`config.mk`:
```
export PLATFORM = sky130hd
export DESIGN_NAME = mem_req_arbiter_flat
export DESIGN_NICKNAME = d
export VERILOG_FILES = /design/src/rtl/mem_req_arbiter_if.sv /design/src/rtl/mem_req_arbiter.sv /design/src/flat_wrapper.sv
export SDC_FILE = /design/constraint.sdc
export NUM_CORES = 1
export LEC_CHECK = 0
export CAP_MARGIN = 20
export CORE_AREA = 5 5 531 533
export DETAILED_ROUTE_END_ITERATION = 8
export DIE_AREA = 0 0 536 538
export HOLD_SLACK_MARGIN = 0.12
export SYNTH_ARGS = -nofsm -noshare
export SYNTH_HDL_FRONTEND = slang
export SYNTH_SLANG_ARGS = --single-unit
```
`constraint.sdc`:
```
create_clock -name clk -period 2.3 [get_ports clk]
set_input_delay 0.345 -clock clk [delete_from_list [all_inputs] [get_ports clk]]
set_output_delay 0.345 -clock clk [all_outputs]
set_load 0.005 [all_outputs]
```
`src/rtl/mem_req_arbiter_if.sv`:
```
// Client-side and DDR2-controller-side signals of the two-port request arbiter.
// The slave modport is the arbiter's view; master is the clients plus controller.
interface mem_req_arbiter_if #(
    parameter int unsigned APPDATA_WIDTH    = 128,
    parameter int unsigned INPUT_ADDR_WIDTH = 31
);
    localparam int unsigned DW = APPDATA_WIDTH;
    localparam int unsigned AW = INPUT_ADDR_WIDTH;

    logic [1:0]      cli_req;
    logic [1:0]      cli_we;
    logic [2*AW-1:0] cli_addr;
    logic [4*DW-1:0] cli_wdata;
    logic [1:0]      cli_ack;
    logic [1:0]      cli_rvalid;
    logic [2*DW-1:0] cli_rdata;
    logic            cli_err;
    logic            data_wren;
    logic            data_rden;
    logic [AW-1:0]   data_addr;
    logic [2*DW-1:0] data_wr;
    logic [2*DW-1:0] data_rd;
    logic            mc_wr_rdy;
    logic            mc_rd_rdy;
    logic            mc_rd_valid;

    modport slave (
        input  cli_req, cli_we, cli_addr, cli_wdata, data_rd, mc_wr_rdy, mc_rd_rdy, mc_rd_valid,
        output cli_ack, cli_rvalid, cli_rdata, cli_err, data_wren, data_rden, data_addr, data_wr
    );

    modport master (
        output cli_req, cli_we, cli_addr, cli_wdata, data_rd, mc_wr_rdy, mc_rd_rdy, mc_rd_valid,
        input  cli_ack, cli_rvalid, cli_rdata, cli_err, data_wren, data_rden, data_addr, data_wr
    );
endinterface

```
`src/rtl/mem_req_arbiter.sv`:
```
// Round-robin arbiter between two cache-line clients feeding one DDR2 controller port,
// one transaction at a time, with completion/read-data/timeout returned to the winner.
module mem_req_arbiter #(
    parameter int unsigned APPDATA_WIDTH    = 128,
    parameter int unsigned INPUT_ADDR_WIDTH = 31,
    parameter int unsigned TIMEOUT_CYCLES   = 1024
) (
    input logic              clk,
    input logic              rst_n,
    mem_req_arbiter_if.slave bus
);
    localparam int unsigned DW = APPDATA_WIDTH;
    localparam int unsigned AW = INPUT_ADDR_WIDTH;
    localparam int unsigned LW = 2 * DW;
    localparam int unsigned CW = $clog2(TIMEOUT_CYCLES);

    typedef enum logic [2:0] {StIdle, StRdWait, StWr, StRd, StResp} state_e;

    state_e          state_q;
    logic            last_gnt_q;
    logic            id_q;
    logic [AW-1:0]   addr_q;
    logic [LW-1:0]   wdata_q;
    logic [CW-1:0]   tmo_q;
    logic [1:0]      ack_q;
    logic [1:0]      rvalid_q;
    logic            err_q;
    logic [LW-1:0]   rdata_q;

    logic win;
    logic tmo_hit;

    function automatic logic [1:0] id_mask(input logic id);
        return {id, ~id};
    endfunction

    // On a tie the client that did not win last time goes next.
    always_comb begin
        if (bus.cli_req == 2'b11) begin
            win = ~last_gnt_q;
        end else begin
            win = bus.cli_req[1];
        end
    end

    assign tmo_hit = (tmo_q == CW'(TIMEOUT_CYCLES - 1));

    always_ff @(posedge clk or negedge rst_n) begin
        if (!rst_n) begin
            state_q    <= StIdle;
            last_gnt_q <= 1'b1;
            id_q       <= 1'b0;
            addr_q     <= '0;
            wdata_q    <= '0;
            tmo_q      <= '0;
            ack_q      <= '0;
            rvalid_q   <= '0;
            err_q      <= 1'b0;
            rdata_q    <= '0;
        end else begin
            ack_q    <= '0;
            rvalid_q <= '0;
            err_q    <= 1'b0;
            unique case (state_q)
                StIdle: begin
                    if (|bus.cli_req) begin
                        id_q       <= win;
                        last_gnt_q <= win;
                        addr_q     <= win ? bus.cli_addr[2*AW-1:AW] : bus.cli_addr[AW-1:0];
                        wdata_q    <= win ? bus.cli_wdata[2*LW-1:LW] : bus.cli_wdata[LW-1:0];
                        tmo_q      <= '0;
                        state_q    <= bus.cli_we[win] ? StWr : StRdWait;
                    end
                end
                StRdWait: begin
                    if (bus.mc_rd_rdy) begin
                        tmo_q   <= '0;
                        state_q <= StRd;
                    end else if (tmo_hit) begin
                        ack_q   <= id_mask(id_q);
                        err_q   <= 1'b1;
                        state_q <= StResp;
                    end else begin
                        tmo_q <= tmo_q + 1'b1;
                    end
                end
                StWr: begin
                    // Completion is checked first so it beats a same-cycle timeout.
                    if (bus.mc_wr_rdy) begin
                        ack_q   <= id_mask(id_q);
                        state_q <= StResp;
                    end else if (tmo_hit) begin
                        ack_q   <= id_mask(id_q);
                        err_q   <= 1'b1;
                        state_q <= StResp;
                    end else begin
                        tmo_q <= tmo_q + 1'b1;
                    end
                end
                StRd: begin
                    if (bus.mc_rd_valid) begin
                        rdata_q  <= bus.data_rd;
                        ack_q    <= id_mask(id_q);
                        rvalid_q <= id_mask(id_q);
                        state_q  <= StResp;
                    end else if (tmo_hit) begin
                        ack_q   <= id_mask(id_q);
                        err_q   <= 1'b1;
                        state_q <= StResp;
                    end else begin
                        tmo_q <= tmo_q + 1'b1;
                    end
                end
                StResp: begin
                    state_q <= StIdle;
                end
                default: begin
                    state_q <= StIdle;
                end
            endcase
        end
    end

    assign bus.cli_ack    = ack_q;
    assign bus.cli_rvalid = rvalid_q;
    assign bus.cli_err    = err_q;
    assign bus.cli_rdata  = rdata_q;
    assign bus.data_wren  = (state_q == StWr);
    assign bus.data_rden  = (state_q == StRd);
    assign bus.data_addr  = addr_q;
    assign bus.data_wr    = wdata_q;
endmodule

```
`src/flat_wrapper.sv`:
```
// flat-port wrapper written by rule: the top's interface ports become plain ports
module mem_req_arbiter_flat 
#(
    parameter int unsigned APPDATA_WIDTH    = 128,
    parameter int unsigned INPUT_ADDR_WIDTH = 31,
    parameter int unsigned TIMEOUT_CYCLES   = 1024
)
  (clk, rst_n, bus_cli_req, bus_cli_we, bus_cli_addr, bus_cli_wdata, bus_data_rd, bus_mc_wr_rdy, bus_mc_rd_rdy, bus_mc_rd_valid, bus_cli_ack, bus_cli_rvalid, bus_cli_rdata, bus_cli_err, bus_data_wren, bus_data_rden, bus_data_addr, bus_data_wr);
  mem_req_arbiter_if #(.APPDATA_WIDTH(APPDATA_WIDTH), .INPUT_ADDR_WIDTH(INPUT_ADDR_WIDTH)) bus_i ();
  input logic clk;
  input logic rst_n;
  input wire logic [$bits(bus_i.cli_req)-1:0] bus_cli_req;
  input wire logic [$bits(bus_i.cli_we)-1:0] bus_cli_we;
  input wire logic [$bits(bus_i.cli_addr)-1:0] bus_cli_addr;
  input wire logic [$bits(bus_i.cli_wdata)-1:0] bus_cli_wdata;
  input wire logic [$bits(bus_i.data_rd)-1:0] bus_data_rd;
  input wire logic [$bits(bus_i.mc_wr_rdy)-1:0] bus_mc_wr_rdy;
  input wire logic [$bits(bus_i.mc_rd_rdy)-1:0] bus_mc_rd_rdy;
  input wire logic [$bits(bus_i.mc_rd_valid)-1:0] bus_mc_rd_valid;
  output wire logic [$bits(bus_i.cli_ack)-1:0] bus_cli_ack;
  output wire logic [$bits(bus_i.cli_rvalid)-1:0] bus_cli_rvalid;
  output wire logic [$bits(bus_i.cli_rdata)-1:0] bus_cli_rdata;
  output wire logic [$bits(bus_i.cli_err)-1:0] bus_cli_err;
  output wire logic [$bits(bus_i.data_wren)-1:0] bus_data_wren;
  output wire logic [$bits(bus_i.data_rden)-1:0] bus_data_rden;
  output wire logic [$bits(bus_i.data_addr)-1:0] bus_data_addr;
  output wire logic [$bits(bus_i.data_wr)-1:0] bus_data_wr;
  assign bus_i.cli_req = bus_cli_req;
  assign bus_i.cli_we = bus_cli_we;
  assign bus_i.cli_addr = bus_cli_addr;
  assign bus_i.cli_wdata = bus_cli_wdata;
  assign bus_i.data_rd = bus_data_rd;
  assign bus_i.mc_wr_rdy = bus_mc_wr_rdy;
  assign bus_i.mc_rd_rdy = bus_mc_rd_rdy;
  assign bus_i.mc_rd_valid = bus_mc_rd_valid;
  assign bus_cli_ack = bus_i.cli_ack;
  assign bus_cli_rvalid = bus_i.cli_rvalid;
  assign bus_cli_rdata = bus_i.cli_rdata;
  assign bus_cli_err = bus_i.cli_err;
  assign bus_data_wren = bus_i.data_wren;
  assign bus_data_rden = bus_i.data_rden;
  assign bus_data_addr = bus_i.data_addr;
  assign bus_data_wr = bus_i.data_wr;
  mem_req_arbiter #(.APPDATA_WIDTH(APPDATA_WIDTH), .INPUT_ADDR_WIDTH(INPUT_ADDR_WIDTH), .TIMEOUT_CYCLES(TIMEOUT_CYCLES)) u_core (.clk(clk), .rst_n(rst_n), .bus(bus_i));
endmodule
```
==> results.yml, run 1 <==
sta:
  fmaxAchievable_mhz: 454
  worstMarginPinSlew_ns: 0.582
  relSlewSlack: 0.613
  setup_viol: 0
  slew_viol_final: 0
  fin_skew_ns: 0.0606
  rsz0062_at_grt: "yes"
  period_share: 0.959
  hold_ws_ns: 0.200
  hold_viol_final: 0
  setup_tns_ns: 0
  min_period_ns: 2.20
logic_synthesis:
  syn_nets: 3055
  async_reset_ff_frac: 1.00
  syn_avg_cell_area_um2: 10.5
  synth_cell_types: 44
  ys_seq_area_frac: 0.605
  syn_inst: 2215
  synthFlopType: "dfrtp_1"
  ys_seq_elements: 563
  ys_warn_count: 0
  syn_area_mm2: 0.0233
  synth_edf_count: 0
placement:
  place_congestion: 0.965
  dpl.hpwl_um: 169000
  dp_cells: 7286
  portBuffers: 1388
floorplanning:
  num_rows: 193
  coreArea_mm2: 0.276
  die_x_um: 536
  initial_core_util: 0.0844
  die_y_um: 538
  ios: 1389
  die-area_mm2: 0.288
routing:
  drt-total-wl_um: 198000
  vias: 26119
  wl_per_cell_um: 24.9
  drt_iter0_markers: 1320
  drc: 0
  first_pass_iters: 7
  ant_nets: 0
  vias_per_cell: 3.29
outcome:
  status: "finished clean"
pwr:
  ir_drop_uv: 557
  power_density_mw_per_mm2: 1190
  p_leak_nw: 19.7
  total_power_w: 0.0593
worst_setup_path:
  critPathRequiredTime_ns: 1.96
  cp_top_family: "buffers and inverters"
  cp-end-kind: "output port"
  crit_type: "flip-flop to output port"
  cpMaxStageDelayCell: "clkdlybuf4s50_1"
  startpoint_type: "flip-flop"
  cp_max_fo: 2
  path_buf_inv: 1
  path_cells: "clkdlybuf4s50_1"
  slowest_delay_ns: 0.72
  arrival_ns: 1.86
global_routing:
  grt_pass1_vias: 27656
  grt_max_degree: 92
  grt_first_pass_wirelength_um: 255000
  antenna_found_initial: 150
  grt.total_usage: 0.131
  grt_remaining_overflow: 0
clock_network:
  root_buffer: "clkbuf_16"
  cts_buffers: 79
  clockBufferDepth: 4
  clkSinkCount: 563
  clk_pin_slew_ns: 0.06
  cts_tree: "built"
  htreeDepth: 3
  cts_setup_buffers: 0
  clock_latency_ns: 0.77
run:
  cap_violations: 0
finish:
  final_common_cell: "clkdlybuf4s50_1"
  final_layout_size_suffix_gt1_frac: 0.134
  final_cells: 7936
  final_nets: 4978
  syn_to_final_growth_pct: 115
  final_cell_mix: "clkdlybuf4s50_1 (1282), nand2_1 (580), dfrtp_1 (561), dlygate4sd3_1 (475), nor2_1 (291)"
min_path:
  hp-class: "primary input to flip-flop"
final timing paths:
check	startpoint	end	slack (ns)	cells past startpoint
max in group asynchronous	rst_n	u_core.bus.data_wr[147]	1.44	4
hold / removal	bus_cli_wdata[486]	u_core.bus.data_wr[230]	0.20	3
setup / recovery	u_core.bus.data_wr[174]	bus_data_wr[174]	0.1	1
hold reg to reg	u_core.id_q	u_core.bus.cli_ack[0]	0.47	1
setup reg to reg	u_core.state_q[0]	u_core.bus.data_wr[152]	0.11	7
min in group asynchronous	rst_n	u_core.bus.cli_rdata[170]	0.26	3
cell type report:
type / count / area (um^2)
diodes: 35 / 87.6
clock buffers: 109 / 2260
clock inverters: 30 / 338
fillers: 30329 / 226000
inverters: 4 / 15.0
multi-input cells: 1489 / 8520
flip-flops and latches: 563 / 14100
well taps: 3705 / 4640
repair buffers: 2001 / 20000
synthesized netlist by cell type (2+ instances only):
master    instances  area share
nand2_1         582       0.094
dfrtp_1         562        0.60
nor2_1          291       0.047
a31oi_1         288       0.077
mux2_2          257        0.12
buf_2            86       0.018
clkbuf_1         67       0.011
nand3_1           7      0.0015
a21oi_1           6      0.0013
or4_1             6      0.0019
buf_1             5     0.00081
nor3_1            5      0.0011
inv_1             4     0.00064
nor2b_1           4      0.0011
o21ai_0           4     0.00086
a211oi_1          3     0.00097
mux2i_1           3      0.0013
nor4_1            3     0.00081
o31ai_1           3     0.00097
and2_1            2     0.00054
nand4_1           2     0.00054
o311ai_0          2     0.00075
or3_1             2     0.00054
logic make-up after synthesis:
kind of cell	count (synthesis)	share of synthesized area
AO/OA/AOI/OAI	317	0.0861
flip-flops	563	0.605
buffers and inverters	163	0.0312
AND/OR/NAND/NOR	910	0.151
multiplexers	261	0.126
adder cells (fa/ha/maj)	1	0.000537
report_power, final:
part,total (W),internal [W],switching [W]
clock network,0.0126,0.00738,0.00523
logic,0.0286,0.0145,0.0142
registers,0.0181,0.0149,0.00318
routing by layer:
layer  share of wire  GRT usage
met1            0.36      0.141
met2            0.45      0.210
met3            0.14     0.0795
met4           0.037     0.0473
met5          0.0037          0
registers in the layout, summed over array words and instances, names as in the netlist:
signal                 cells
u_core.bus.cli_ack         2
u_core.bus.cli_err         1
u_core.bus.cli_rdata     256
u_core.bus.cli_rvalid      2
u_core.bus.data_addr      31
u_core.bus.data_wr       256
u_core.id_q                1
u_core.last_gnt_q          1
u_core.state_q             3
u_core.tmo_q              10
what timing repair did:
item	in CTS	in global routing
resized for setup	79	5
hold buffers	476	0
hold endpoints to repair	642	0
setup endpoints to repair	73	8
metrics by stage:
| step | area [um^2] | setup slack, ns | util |
|---|---|---|---|
| 5_1_grt | 50000 | -0.0300 | 0.181 |
| 4_1_cts | 49900 | 0.000421 | 0.181 |
| 3_5_place_dp | 42600 | -0.0278 | 0.154 |
| 6_report | 50000 | 0.0951 | 0.181 |
| 2_1_floorplan | 23300 | 0.482 | - |
| 3_3_place_gp | 42600 | -0.0680 | 0.154 |
(Power assumes the default switching activity.)
==> run 2, diff against run 1 <==
Settings changed: CORE_AREA 5 5 531 533 to 5 5 540 542, CTS_CLUSTER_SIZE from default to 30, DIE_AREA 0 0 536 538 to 0 0 545 547.
==> results.yml, run 2 (same netlist as run 1, synthesis figures left out) <==
worst_setup_path:
  path_buf_inv: 1
  slowest_delay_ns: 0.58
  r2r_start: "u_core.state_q[0]"
  arrival_ns: 1.88
  r2r_slack_ns: 0.16
  cp_top_family: "buffers and inverters"
  cp_max_fo: 2
  worstReg2RegEnd: "u_core.tmo_q[2]"
  critPathRequiredTime_ns: 1.96
  crit_type: "flip-flop to output port"
  cpMaxStageDelayCell: "clkdlybuf4s50_1"
  startpoint_type: "flip-flop"
  ff2ff_path_depth: 5
  cp-end-kind: "output port"
  path_cells: "clkdlybuf4s50_1"
finish:
  final_layout_size_suffix_gt1_frac: 0.131
  final_common_cell: "clkdlybuf4s50_1"
  final_cell_mix: "clkdlybuf4s50_1 (1264), dlygate4sd3_1 (602), nand2_1 (580), dfrtp_1 (558), nor2_1 (291)"
  n_fill_cell: 31385
  syn_to_final_growth_pct: 120
  final_cells: 8145
  final_nets: 5104
global_routing:
  grt.total_usage: 0.131
  grt_pass1_vias: 27857
  grt_max_degree: 71
  grt_remaining_overflow: 0
  grt_first_pass_wirelength_um: 262000
  antenna_found_initial: 167
floorplanning:
  num_rows: 197
  die-area_mm2: 0.298
  die_x_um: 545
  initial_core_util: 0.0813
  ios: 1389
  die_y_um: 547
  coreArea_mm2: 0.286
min_path:
  hp-class: "primary input to flip-flop"
  hp-start: "bus_cli_wdata[495]"
  min_path_cells: 3
  worstHoldEndpoint: "u_core.bus.data_wr[239]"
clock_network:
  cts_buffers: 80
  cts_tree: "built"
  clockBufferDepth: 4
  clk_pin_slew_ns: 0.06
  root_buffer: "clkbuf_16"
  htreeDepth: 3
  clkSinkCount: 563
  clock_latency_ns: 0.81
pwr:
  p_leak_nw: 20.2
  power_density_mw_per_mm2: 1170
  ir_drop_uv: 599
sta:
  fmaxAchievable_mhz: 450
  hold_viol_final: 0
  slew_viol_final: 0
  fin_skew_ns: 0.0947
  setup_tns_ns: 0
  worstMarginPinSlew_ns: 0.909
  period_share: 0.966
  setup_viol: 0
  relSlewSlack: 0.394
  min_period_ns: 2.22
routing:
  first_pass_iters: 7
  drt-total-wl_um: 205000
  vias_per_cell: 3.30
  drt_iter0_markers: 1809
  vias: 26861
  drc: 0
  wl_met1_um: 72700
  ant_nets: 0
  top_signal_layer_used: "met5"
  wl_per_cell_um: 25.1
  met3WireLength_um: 30200
  dr_wl_met2_um: 91500
placement:
  dpl.hpwl_um: 173000
  dp_cells: 7360
  portBuffers: 1388
  place_congestion: 0.965
run:
  cap_violations: 0
outcome:
  status: "finished clean"
## run 2: final cells by class
class                           instances  area (um^2)  area share
Timing Repair Buffer                 2126        21200       0.413
Sequential cell                       563        14100       0.275
Multi-Input combinational cell       1489         8520       0.166
Tap cell                             3781         4730      0.0923
Clock buffer                          101         2170      0.0424
Clock inverter                         37          437     0.00852
Antenna cell                           44          110     0.00215
Inverter                                4         15.0    0.000293
## run 2: metal layers
| layer | up-vias | track usage |
|---|---|---|
| li1 | 11718 | - |
| met1 | 12905 | 0.138 |
| met2 | 1674 | 0.208 |
| met3 | 482 | 0.0795 |
| met4 | 82 | 0.0573 |
| met5 | - | 0 |
## run 2: power by group
group | internal [W] | switching (W) | total (W)
registers | 0.0149 | 0.00320 | 0.0181
logic | 0.0144 | 0.0145 | 0.0289
clock network | 0.00749 | 0.00527 | 0.0128
## run 2: how the worst max path moves through the flow
stage / start / endpoint / slack, ns / depth (start not counted)
2_1_floorplan: u_core.state_q[0] / u_core.tmo_q[4] / 0.48 / 5
3_3_place_gp: bus_mc_rd_valid / u_core.tmo_q[6] / -0.16 / 5
5_1_grt: u_core.bus.cli_rdata[137] / bus_cli_rdata[137] / -0.0001 / 1
3_5_place_dp: bus_mc_rd_valid / u_core.tmo_q[2] / -0.14 / 6
6_report: u_core.bus.cli_rdata[2] / bus_cli_rdata[2] / 0.08 / 1
4_1_cts: u_core.bus.data_wr[19] / bus_data_wr[19] / 0.002 / 1
## run 2: repair_timing
item	4_1_cts	5_1_grt
setup buffers	1	0
hold buffers	602	0
setup endpoints to repair	93	3
resized for setup	100	3
endpoints found under the hold margin	634	0
## run 2: worst register-to-register path, cell delays in order (launching register included)
cell and delay, ns:
dfrtp_2 0.47, mux2_4 0.36, a211o_1 0.45, buf_4 0.21, o311ai_0 0.32, o41ai_1 0.14
## run 2: stage by stage
step | setup WS, ns | hold slack, ns | area, um^2 | utilization | power (W)
2_1_floorplan | 0.482 | 0.0494 | 23300 | - | 0.0260
3_3_place_gp | -0.161 | 0.439 | 42600 | 0.149 | 0.0469
3_5_place_dp | -0.137 | 0.450 | 42600 | 0.149 | 0.0472
4_1_cts | 0.00161 | 0.120 | 51100 | 0.179 | 0.0611
5_1_grt | -0.000136 | 0.151 | 51200 | 0.179 | 0.0637
6_report | 0.0778 | 0.191 | 51300 | 0.179 | 0.0598
==> run 3, diff against run 2 <==
==> constraint.sdc (replaced) <==
create_clock -name clk -period 2.3 [get_ports clk]
set_input_delay 0.46 -clock clk [delete_from_list [all_inputs] [get_ports clk]]
set_output_delay 0.46 -clock clk [all_outputs]
set_load 0.005 [all_outputs]
==> results.yml, run 3 (same netlist as run 1, synthesis figures left out) <==
placement:
  dpl_cell_area_mm2: 0.0427
  place_congestion: 0.963
  dp_cells: 7381
  dpl.hpwl_um: 174000
  portBuffers: 1388
sta:
  period_share: 0.977
  relSlewSlack: 0.483
  min_period_ns: 2.25
  setup_viol: 0
  worstMarginPinSlew_ns: 0.769
  setup_tns_ns: 0
  rsz0062_at_grt: "no"
  fin_skew_ns: 0.0829
  slew_viol_final: 0
  fmaxAchievable_mhz: 445
  hold_viol_final: 0
worst_setup_path:
  critPathRequiredTime_ns: 1.84
  cpMaxStageDelayCell: "clkdlybuf4s50_1"
  slowest_delay_ns: 0.71
  crit_type: "flip-flop to output port"
  r2r_slack_ns: 0.24
  cp_top_family: "buffers and inverters"
  startpoint_type: "flip-flop"
  ff2ff_path_depth: 5
  path_cells: "clkdlybuf4s50_1"
  cp_max_fo: 2
  arrival_ns: 1.79
  path_buf_inv: 1
  cp-end-kind: "output port"
  r2r_start: "u_core.state_q[0]"
  worstReg2RegEnd: "u_core.tmo_q[2]"
floorplanning:
  ios: 1389
  num_rows: 197
  initial_core_util: 0.0813
  die_y_um: 547
  coreArea_mm2: 0.286
  die_x_um: 545
  die-area_mm2: 0.298
clock_network:
  clkSinkCount: 563
  htreeDepth: 3
  clockBufferDepth: 4
  clock_latency_ns: 0.78
  cts_buffers: 78
  root_buffer: "clkbuf_16"
  cts_tree: "built"
  clk_pin_slew_ns: 0.06
routing:
  drc: 0
  vias_per_cell: 3.20
  drt-total-wl_um: 198000
  ant_nets: 0
  drt_iter0_markers: 1741
  first_pass_iters: 8
  wl_per_cell_um: 26.2
  vias: 24126
finish:
  n_fill_cell: 31971
  syn_to_final_growth_pct: 94.2
  final_area_mm2: 0.0452
  multi_input_area_mm2: 0.00852
  regArea_mm2: 0.0141
  final_nets: 4525
  final_common_cell: "clkdlybuf4s50_1"
  final_cell_mix: "clkdlybuf4s50_1 (1193), nand2_1 (580), dfrtp_1 (549), nor2_1 (291), a31oi_1 (288)"
  final_layout_size_suffix_gt1_frac: 0.162
  final_cells: 7551
outcome:
  status: "finished clean"
global_routing:
  grt_first_pass_wirelength_um: 249000
  grt_remaining_overflow: 0
  grt_pass1_vias: 24774
  grt.total_usage: 0.126
  antenna_found_initial: 159
  grt_max_degree: 74
pwr:
  total_power_w: 0.0580
  p_leak_nw: 17.9
  power_density_mw_per_mm2: 1280
  ir_drop_uv: 715
min_path:
  min_path_cells: 3
  worstHoldEndpoint: "u_core.bus.data_addr[4]"
  hp-start: "bus_cli_addr[35]"
  hp-class: "primary input to flip-flop"
run:
  cap_violations: 0
## run 3: timing repair
| action | 4_1_cts | 5_1_grt |
|---|---|---|
| gates resized for setup | 165 | 5 |
| hold buffers | 3 | 0 |
| setup endpoints to repair | 147 | 5 |
| setup buffers | 3 | 0 |
| hold endpoints to repair | 257 | 0 |
## run 3: routing by layer
layer  share of wire  global-route usage  routed length, um  vias up
met1            0.34               0.126              67000    11513
met2            0.44               0.200              87500     1528
met3            0.16              0.0867              31700      440
met4           0.055              0.0611              10800      110
li1                -                   -                  -    10535
met5          0.0034                   0                678        -
## run 3: metrics by stage
step	utilization	hold slack [ns]	setup slack (ns)
after CTS	0.158	0.135	0.000404
after global placement	0.149	0.411	-0.221
after global routing	0.158	0.189	0.00141
final	0.158	0.229	0.0518
after floorplan	-	0.164	0.471
after detailed placement	0.149	0.411	-0.116
## run 3: cell type report
cell class                 instances  area share
timing repair buffer            1549       0.337
sequential                       563       0.312
multi-input combinational       1489       0.188
tap                             3781       0.105
clock buffer                     110      0.0496
clock inverter                    25     0.00675
antenna                           30     0.00166
inverter                           4    0.000332
## run 3: worst max-delay path by stage
stage / startpoint / slack [ns] / to / depth (start not counted)
after floorplan: bus_cli_req[1] / 0.47 / u_core.state_q[0] / 5
after global placement: bus_mc_rd_valid / -0.22 / u_core.tmo_q[2] / 6
after detailed placement: bus_mc_rd_valid / -0.12 / u_core.tmo_q[2] / 6
after CTS: u_core.bus.data_wr[83] / 0.0004 / bus_data_wr[83] / 1
after global routing: u_core.bus.cli_rdata[62] / 0.001 / bus_cli_rdata[62] / 1
final: u_core.bus.cli_rdata[150] / 0.05 / bus_cli_rdata[150] / 1
## run 3: tightest hold or removal path, delay by kind of cell
family                 cells  cell delay [ns]
buffers and inverters      1             0.39
and+or+nand+nor            1             0.05
AOI/OAI and AO/OA          1             0.07
## run 3: power breakdown
group          internal [W]  switching (W)  leakage, nW
clock               0.00745        0.00490         1.26
sequential           0.0149        0.00332         6.55
combinational        0.0133         0.0141         10.1
